File: config.mk
export PLATFORM = sky130hd
export DESIGN_NAME = add_serial
export DESIGN_NICKNAME = d
export VERILOG_FILES = /design/src/rtl/add_serial.sv
export SDC_FILE = /design/constraint.sdc
export NUM_CORES = 1
export LEC_CHECK = 0
export ABC_AREA = 0
export BUFFER_PORTS_ARGS = -buffer_cell sky130_fd_sc_hd__buf_4
export CORE_MARGIN = 1.5
export CORE_UTILIZATION = 55
export CTS_CLUSTER_DIAMETER = 40
export DETAILED_ROUTE_END_ITERATION = 16
export PLACE_DENSITY = 0.81
export SLEW_MARGIN = 20
export SYNTH_ARGS = -nofsm -noshare
export SYNTH_HDL_FRONTEND = slang
export SYNTH_SLANG_ARGS = --single-unit
export TNS_END_PERCENT = 10
File: constraint.sdc
create_clock -name clk -period 8.7 [get_ports clk]
set_input_delay 1.74 -clock clk [delete_from_list [all_inputs] [get_ports clk]]
set_output_delay 1.74 -clock clk [all_outputs]
set_load 0.005 [all_outputs]
File: src/rtl/add_serial.sv
// Multi-cycle adder: sums one CHUNK-bit slice per cycle and keeps the inter-slice carry
// in a register, trading latency for a short carry chain. Uses a start/busy/done handshake.
module add_serial #(
   parameter int WIDTH = 32,
   parameter int CHUNK = 8
) (
   input  logic             clk,
   input  logic             reset,
   input  logic             start,
   input  logic [WIDTH-1:0] a,
   input  logic [WIDTH-1:0] b,
   input  logic             c_in,
   output logic             busy,
   output logic             done,
   output logic [WIDTH-1:0] sum,
   output logic             c_out,
   output logic             overflow
);
   localparam int N  = WIDTH / CHUNK;
   localparam int CW = (N > 1) ? $clog2(N) : 1;

   if (WIDTH % CHUNK != 0) begin : g_bad_chunk
      $error("CHUNK must divide WIDTH");
   end

   typedef enum logic [1:0] {IDLE, RUN, DONE} state_t;
   state_t state, state_nx;

   logic [WIDTH-1:0] a_q, b_q;
   logic             carry;
   logic [CW-1:0]    cnt;
   int               base;
   logic [CHUNK-1:0] sa, sb;
   logic [CHUNK:0]   ssum;
   logic             last, accept, msb_cin;

   // current slice; msb_cin recovers the carry into the slice's top bit
   always_comb begin
      base    = int'(cnt) * CHUNK;
      sa      = a_q[base +: CHUNK];
      sb      = b_q[base +: CHUNK];
      ssum    = {1'b0, sa} + {1'b0, sb} + {{CHUNK{1'b0}}, carry};
      msb_cin = sa[CHUNK-1] ^ sb[CHUNK-1] ^ ssum[CHUNK-1];
   end

   assign last   = (cnt == CW'(N - 1));
   assign accept = start && (state != RUN);

   always_ff @(posedge clk or posedge reset) begin
      if (reset) state <= IDLE;
      else       state <= state_nx;
   end

   always_comb begin
      state_nx = state;
      case (state)
         IDLE:    if (start) state_nx = RUN;
         RUN:     if (last) state_nx = DONE;
         DONE:    state_nx = start ? RUN : IDLE;
         default: state_nx = IDLE;
      endcase
   end

   always_comb begin
      busy = (state == RUN);
      done = (state == DONE);
   end

   always_ff @(posedge clk or posedge reset) begin
      if (reset) begin
         a_q      <= '0;
         b_q      <= '0;
         carry    <= 1'b0;
         cnt      <= '0;
         sum      <= '0;
         c_out    <= 1'b0;
         overflow <= 1'b0;
      end else if (accept) begin
         a_q   <= a;
         b_q   <= b;
         carry <= c_in;
         cnt   <= '0;
         sum   <= '0;
      end else if (state == RUN) begin
         sum[base +: CHUNK] <= ssum[CHUNK-1:0];
         carry              <= ssum[CHUNK];
         cnt                <= cnt + 1'b1;
         if (last) begin
            c_out    <= ssum[CHUNK];
            overflow <= msb_cin ^ ssum[CHUNK];
         end
      end
   end
endmodule
# After elaboration in Yosys (flattened, before gate mapping)

Cells that the tools add are included.

Multiplexer cells: 11
$lt $le $gt $ge: 0
Multipliers: 0
Reduce and logical (&&, ||, !) cells: 5
Bitwise logic cells: 4
Divide/modulo/power cells: 0
Shifts and indexed selects: 4
Add/subtract/negate cells: 4
Equality and inequality tests: 6

Operators by type and width:

| kind                                                                     | count |
|---|---|
| 32-bit two-way mux                                                       | 2 |
| 32-bit by 6-bit indexed part select with 8-bit output                    | 2 |
| 5-bit negator with 33-bit output                                         | 1 |
| 8-bit by 33-bit variable shift with 32-bit output (first input constant) | 1 |
| 8-bit by 33-bit indexed part select with 32-bit output                   | 1 |
| 32-bit bitwise mux                                                       | 1 |
| 8-bit by 8-bit adder with 9-bit output                                   | 1 |
| 9-bit by 1-bit adder with 9-bit output                                   | 1 |
| 2-bit two-way mux                                                        | 4 |
| 2-bit case mux with 3 select lines                                       | 1 |
| 2-bit == test (second input constant)                                    | 2 |
| 2-bit by 1-bit inequality test with 1-bit output (second input constant) | 2 |
| 1-bit two-way mux                                                        | 3 |
| 3-bit AND reduction                                                      | 1 |
| 1-bit bitwise XOR                                                        | 3 |
| 2-bit by 1-bit adder with 2-bit output (second input constant)           | 1 |
| 2-bit by 1-bit == test with 1-bit output (second input constant)         | 1 |
| 2-bit logical NOT                                                        | 1 |
| 2-bit inequality test (second input constant)                            | 1 |
| 2-bit AND reduction                                                      | 1 |
| 2-bit nonzero test                                                       | 1 |
| 1-bit logical AND                                                        | 1 |
| 1-bit NOT                                                                | 1 |

RAM bits: 0
Bits in latches: 0
ROM bits: 0
Register bits: 103
Output and inout bits: 36
Memories: 0
Bits of input ports: 68

# Longest topological paths before layout

Depth in word-level cells: 7
Depth in mapped cells: 10
Mapped depth without buffers: 9

# Worst setup path after synthesis

OpenSTA, ideal clock, no wires.

Kind: reg2reg
Start: reg cnt[0]
End: reg sum[23]
Path slack: 5.778 ns
Cell stages (with the launch flop): 10
Clock period less this slack: 2.922 ns
Arrival: 2.801 ns
Cell sequence: dfrtp_1 buf_2 buf_2 mux4_2 ha_1 a21oi_1 nor2_1 a2111oi_4 xnor2_1 a22o_1

Cells in the longest elaborated chain, start to end: 7
Elaborated cells between the ends (all ways): 10
Classes of those cells: add/sub (3); shift (4); mux (3)

Ends and longest elaborated chain:

| item                                                                     | RTL line | text |
|---|---|---|
| from (decl)                                                              | 31       | `logic [CW-1:0] cnt;` |
| from (signal assigned)                                                   | 87       | `cnt <= cnt + 1'b1;` |
| 32-bit by 6-bit indexed part select with 8-bit output (on tied branches) | 40, 41   |  |
| 8-bit by 8-bit adder with 9-bit output                                   | 42       | `ssum = {1'b0, sa} + {1'b0, sb} + {{CHUNK{1'b0}}, carry};` |
| 9-bit by 1-bit adder with 9-bit output                                   | 42       |  |
| 8-bit by 33-bit indexed part select with 32-bit output                   | 85       | `sum[base +: CHUNK] <= ssum[CHUNK-1:0];` |
| 32-bit bitwise mux *                                                     | 85       |  |
| 32-bit two-way mux *                                                     | 84       | `end else if (state == RUN) begin` |
| 32-bit two-way mux *                                                     | 78       | `end else if (accept) begin` |
| to (signal, indexed assignment)                                          | 85       |  |
| to (decl)                                                                | 15       | `output logic [WIDTH-1:0] sum,` |

Every way passes the cells marked *; elsewhere a longest branch is shown, timed or not. The select of a mux whose other input is x is not followed.
A chain may end at the register's enable or synchronous reset.

# Worst setup path after layout

Start: reg cnt[1]
End: reg sum[30]

Same word-level chain as after synthesis.

==> results.toml <==
[clocking]
post_cts_buffers = 0
ctsHoldBuffers = 0
root_buffer = "clkbuf_8"
clockBufferDepth = 2
cts.clk_slew.worst_paths_ns = 0.10
ctsResizeCount = 0
worstSkewPairLatency_ns = 0.36
cts_sinks = 103
cts_htree_levels = 3
numCtsBuffers = 9
cts_tree = "yes"

[sta]
max_freq_mhz = 309
slew_violations = 0
setup_viol = 0
finalCritPeriodShare_pct = 37.1
fin_crit_ns = 3.23
skew_ns = 0.0143
tightestPinTransition_ns = 0.972
finalHoldViolations = 0
slew_headroom_pct = 34.7
finalSetupTns_ns = 0
rsz0062_at_grt = "false"

[floorplan]
fp.coreArea_um2 = 8180
die_h_um = 94.6
die-area_um2 = 8940
die_w_um = 94.6
start_util_pct = 56.4
num_io_pins = 104
num_rows = 33

[synthesis]
synth_area_leaders = "dfrtp_1 (56%), mux2_2 (16%), mux4_2 (7.8%)"
seq_area_frac_synth_pct = 55.9
async_flop_share_pct = 100
postSynthCellCount = 313
synth.distinct_cells = 36
syn_area_per_cell_um2 = 14.7
yosysTopAreaCell = "dfrtp_1"
synthFlopType = "dfrtp_1"
synth_nets = 394
ys_ff_latch = 103
synth_top_area_share_pct = 55.9
yosysWarnings = 0
synth_edf_count = 0
synth.cell_area_um2 = 4610

[route]
drt-initial-drc-count = 130
dr.pass1.iters = 4
dr_total_vias = 2979
post_drt_via_cell_ratio = 5.67
postRouteAntennaNets = 0
drc = 0
wirelength_um = 9470
wire_per_inst_um = 18.0

[placement]
routabilityCongestion = 0.877
portBuffers = 103
hpwl_um = 6800

[global_routing]
grt_overflow = 0
antenna_found_initial = 0
grt_pass1_vias = 2967
grt_max_degree = 65
grt_pass1_wl_um = 15100
grt_usage_pct = 22.4

[job]
max_cap_viol_count = 0

[min_path]
worstHoldStart = "a_q[19]"
min_path_type = "reg2reg"

[critical_path]
rr_startpoint = "cnt[1]"
rr_worst_depth = 9
crit_fanout = 19
arrival_ns = 3.53
required_ns = 9.00
start_kind = "register"
reg2reg_slack_ns = 5.47
crit_type = "reg2reg"
regToRegEndpoint = "sum[30]"
end_kind = "register"
critPathLaunch = "cnt[1]"
cp-endpoint = "sum[30]"

[final_layout]
area_growth_pct = 22.4
layout.nets = 497
utilization_pct = 69.0
layout-drive-gt1-share_pct = 50.2
num_antenna_cells = 0
layout_commonest_cell = "buf_4"
mostFrequentLayoutCells = "buf_4 (106), dfrtp_1 (103), mux2_2 (65)"

[pwr]
p_int_w = 0.00144
p_per_area_nw_per_um2 = 426
switching_share_pct = 40.2
ir_drop_v = 0.000226
power.leakage_nw = 2.62
p_seq_share_pct = 34.2
power_switching_w = 0.000967
pwr-share-comb_pct = 54.9
power_frac_clock_pct = 10.9

[outcome]
status = "finished clean"
synthesized netlist by cell type (2+ instances only):
cell      number
a21oi_1        5
clkbuf_2       2
a22o_1        28
xnor2_1        4
o21ai_0        9
mux2_2        65
dfrtp_1      103
buf_2          9
a21oi_2        2
fa_1           2
nor2_1         4
inv_1         14
buf_4          2
nor3_1         3
ha_1          11
o31ai_1        2
xor2_1         3
mux4_2        16
nand2_1       12
power by group through the flow:
stage                     Combinational [W]  Sequential (W)  Clock [W]
after global routing                0.00144        0.000847   0.000285
after detailed placement            0.00132        0.000834          0
after CTS                           0.00132        0.000823   0.000266
after global placement              0.00128        0.000819          0
after floorplan                    0.000997        0.000783          0
final                               0.00132        0.000822   0.000263
critical path, stage by stage, from the launching register on:
cell	delay, ns
dfrtp_1	0.95
mux4_2	0.46
fa_1	0.48
inv_1	0.10
fa_1	0.20
nor2b_1	0.07
o31ai_1	0.29
nand2_1	0.11
xor2_1	0.32
a22o_1	0.19
final cells by class:
type / instances / area [µm²]
sequential: 103 / 2580
fill: 613 / 2530
multi-input combinational: 182 / 1920
timing repair buffer: 106 / 796
tap: 105 / 131
clock buffer: 9 / 124
inverter: 14 / 55.1
clock inverter: 6 / 38.8
kinds of logic (layout without fill, tap and decap cells):
kind of cell             count (synthesis)  count (layout)  share of synthesized area, %
adder cells (fa/ha/maj)                 13              13                          3.85
flip-flops                             103             103                          55.9
XOR/XNOR                                 7               7                          1.33
AND/OR/NAND/NOR                         26              26                          2.82
buffers and inverters                   28             135                          2.74
multiplexers                            82              82                          23.9
AO/OA/AOI/OAI                           54              54                          9.44
per-stage QoR:
step	hold slack (ns)	cells	total power, W	setup WS (ns)	cell area (µm²)
after global routing	0.521	525	0.00258	5.29	5640
after detailed placement	0.488	510	0.00215	5.39	5470
final	0.507	525	0.00241	5.47	5640
after CTS	0.511	525	0.00241	5.46	5640
after floorplan	0.471	313	0.00178	4.26	4610
after global placement	0.474	510	0.00209	5.42	5470
flip-flops by register name, summed over array words and instances (netlist names):
| signal | flops |
|---|---|
| carry | 1 |
| sum | 32 |
| c_out | 1 |
| a_q | 32 |
| cnt | 2 |
| overflow | 1 |
| b_q | 32 |
| state | 2 |
worst min-delay path by stage:
stage / to / slack [ns] / depth (start not counted)
4_1_cts: sum[1] / 0.51 / 2
5_1_grt: b_q[29] / 0.52 / 1
6_report: a_q[19] / 0.51 / 1
3_3_place_gp: overflow / 0.47 / 2
2_1_floorplan: overflow / 0.47 / 2
3_5_place_dp: sum[1] / 0.49 / 2
metal layers:
metal  GRT usage, %  part of all wire, %  vias up  routed length (µm)
li1               -                    -     1358                   -
met1           31.1                   44     1512                4190
met2           35.9                   49       99                4600
met3           5.48                  6.2       10                 585
met4           5.60                  1.0        0                  95
met5              0                    0        -                   0
No activity file was read; power rests on OpenSTA's default activity.
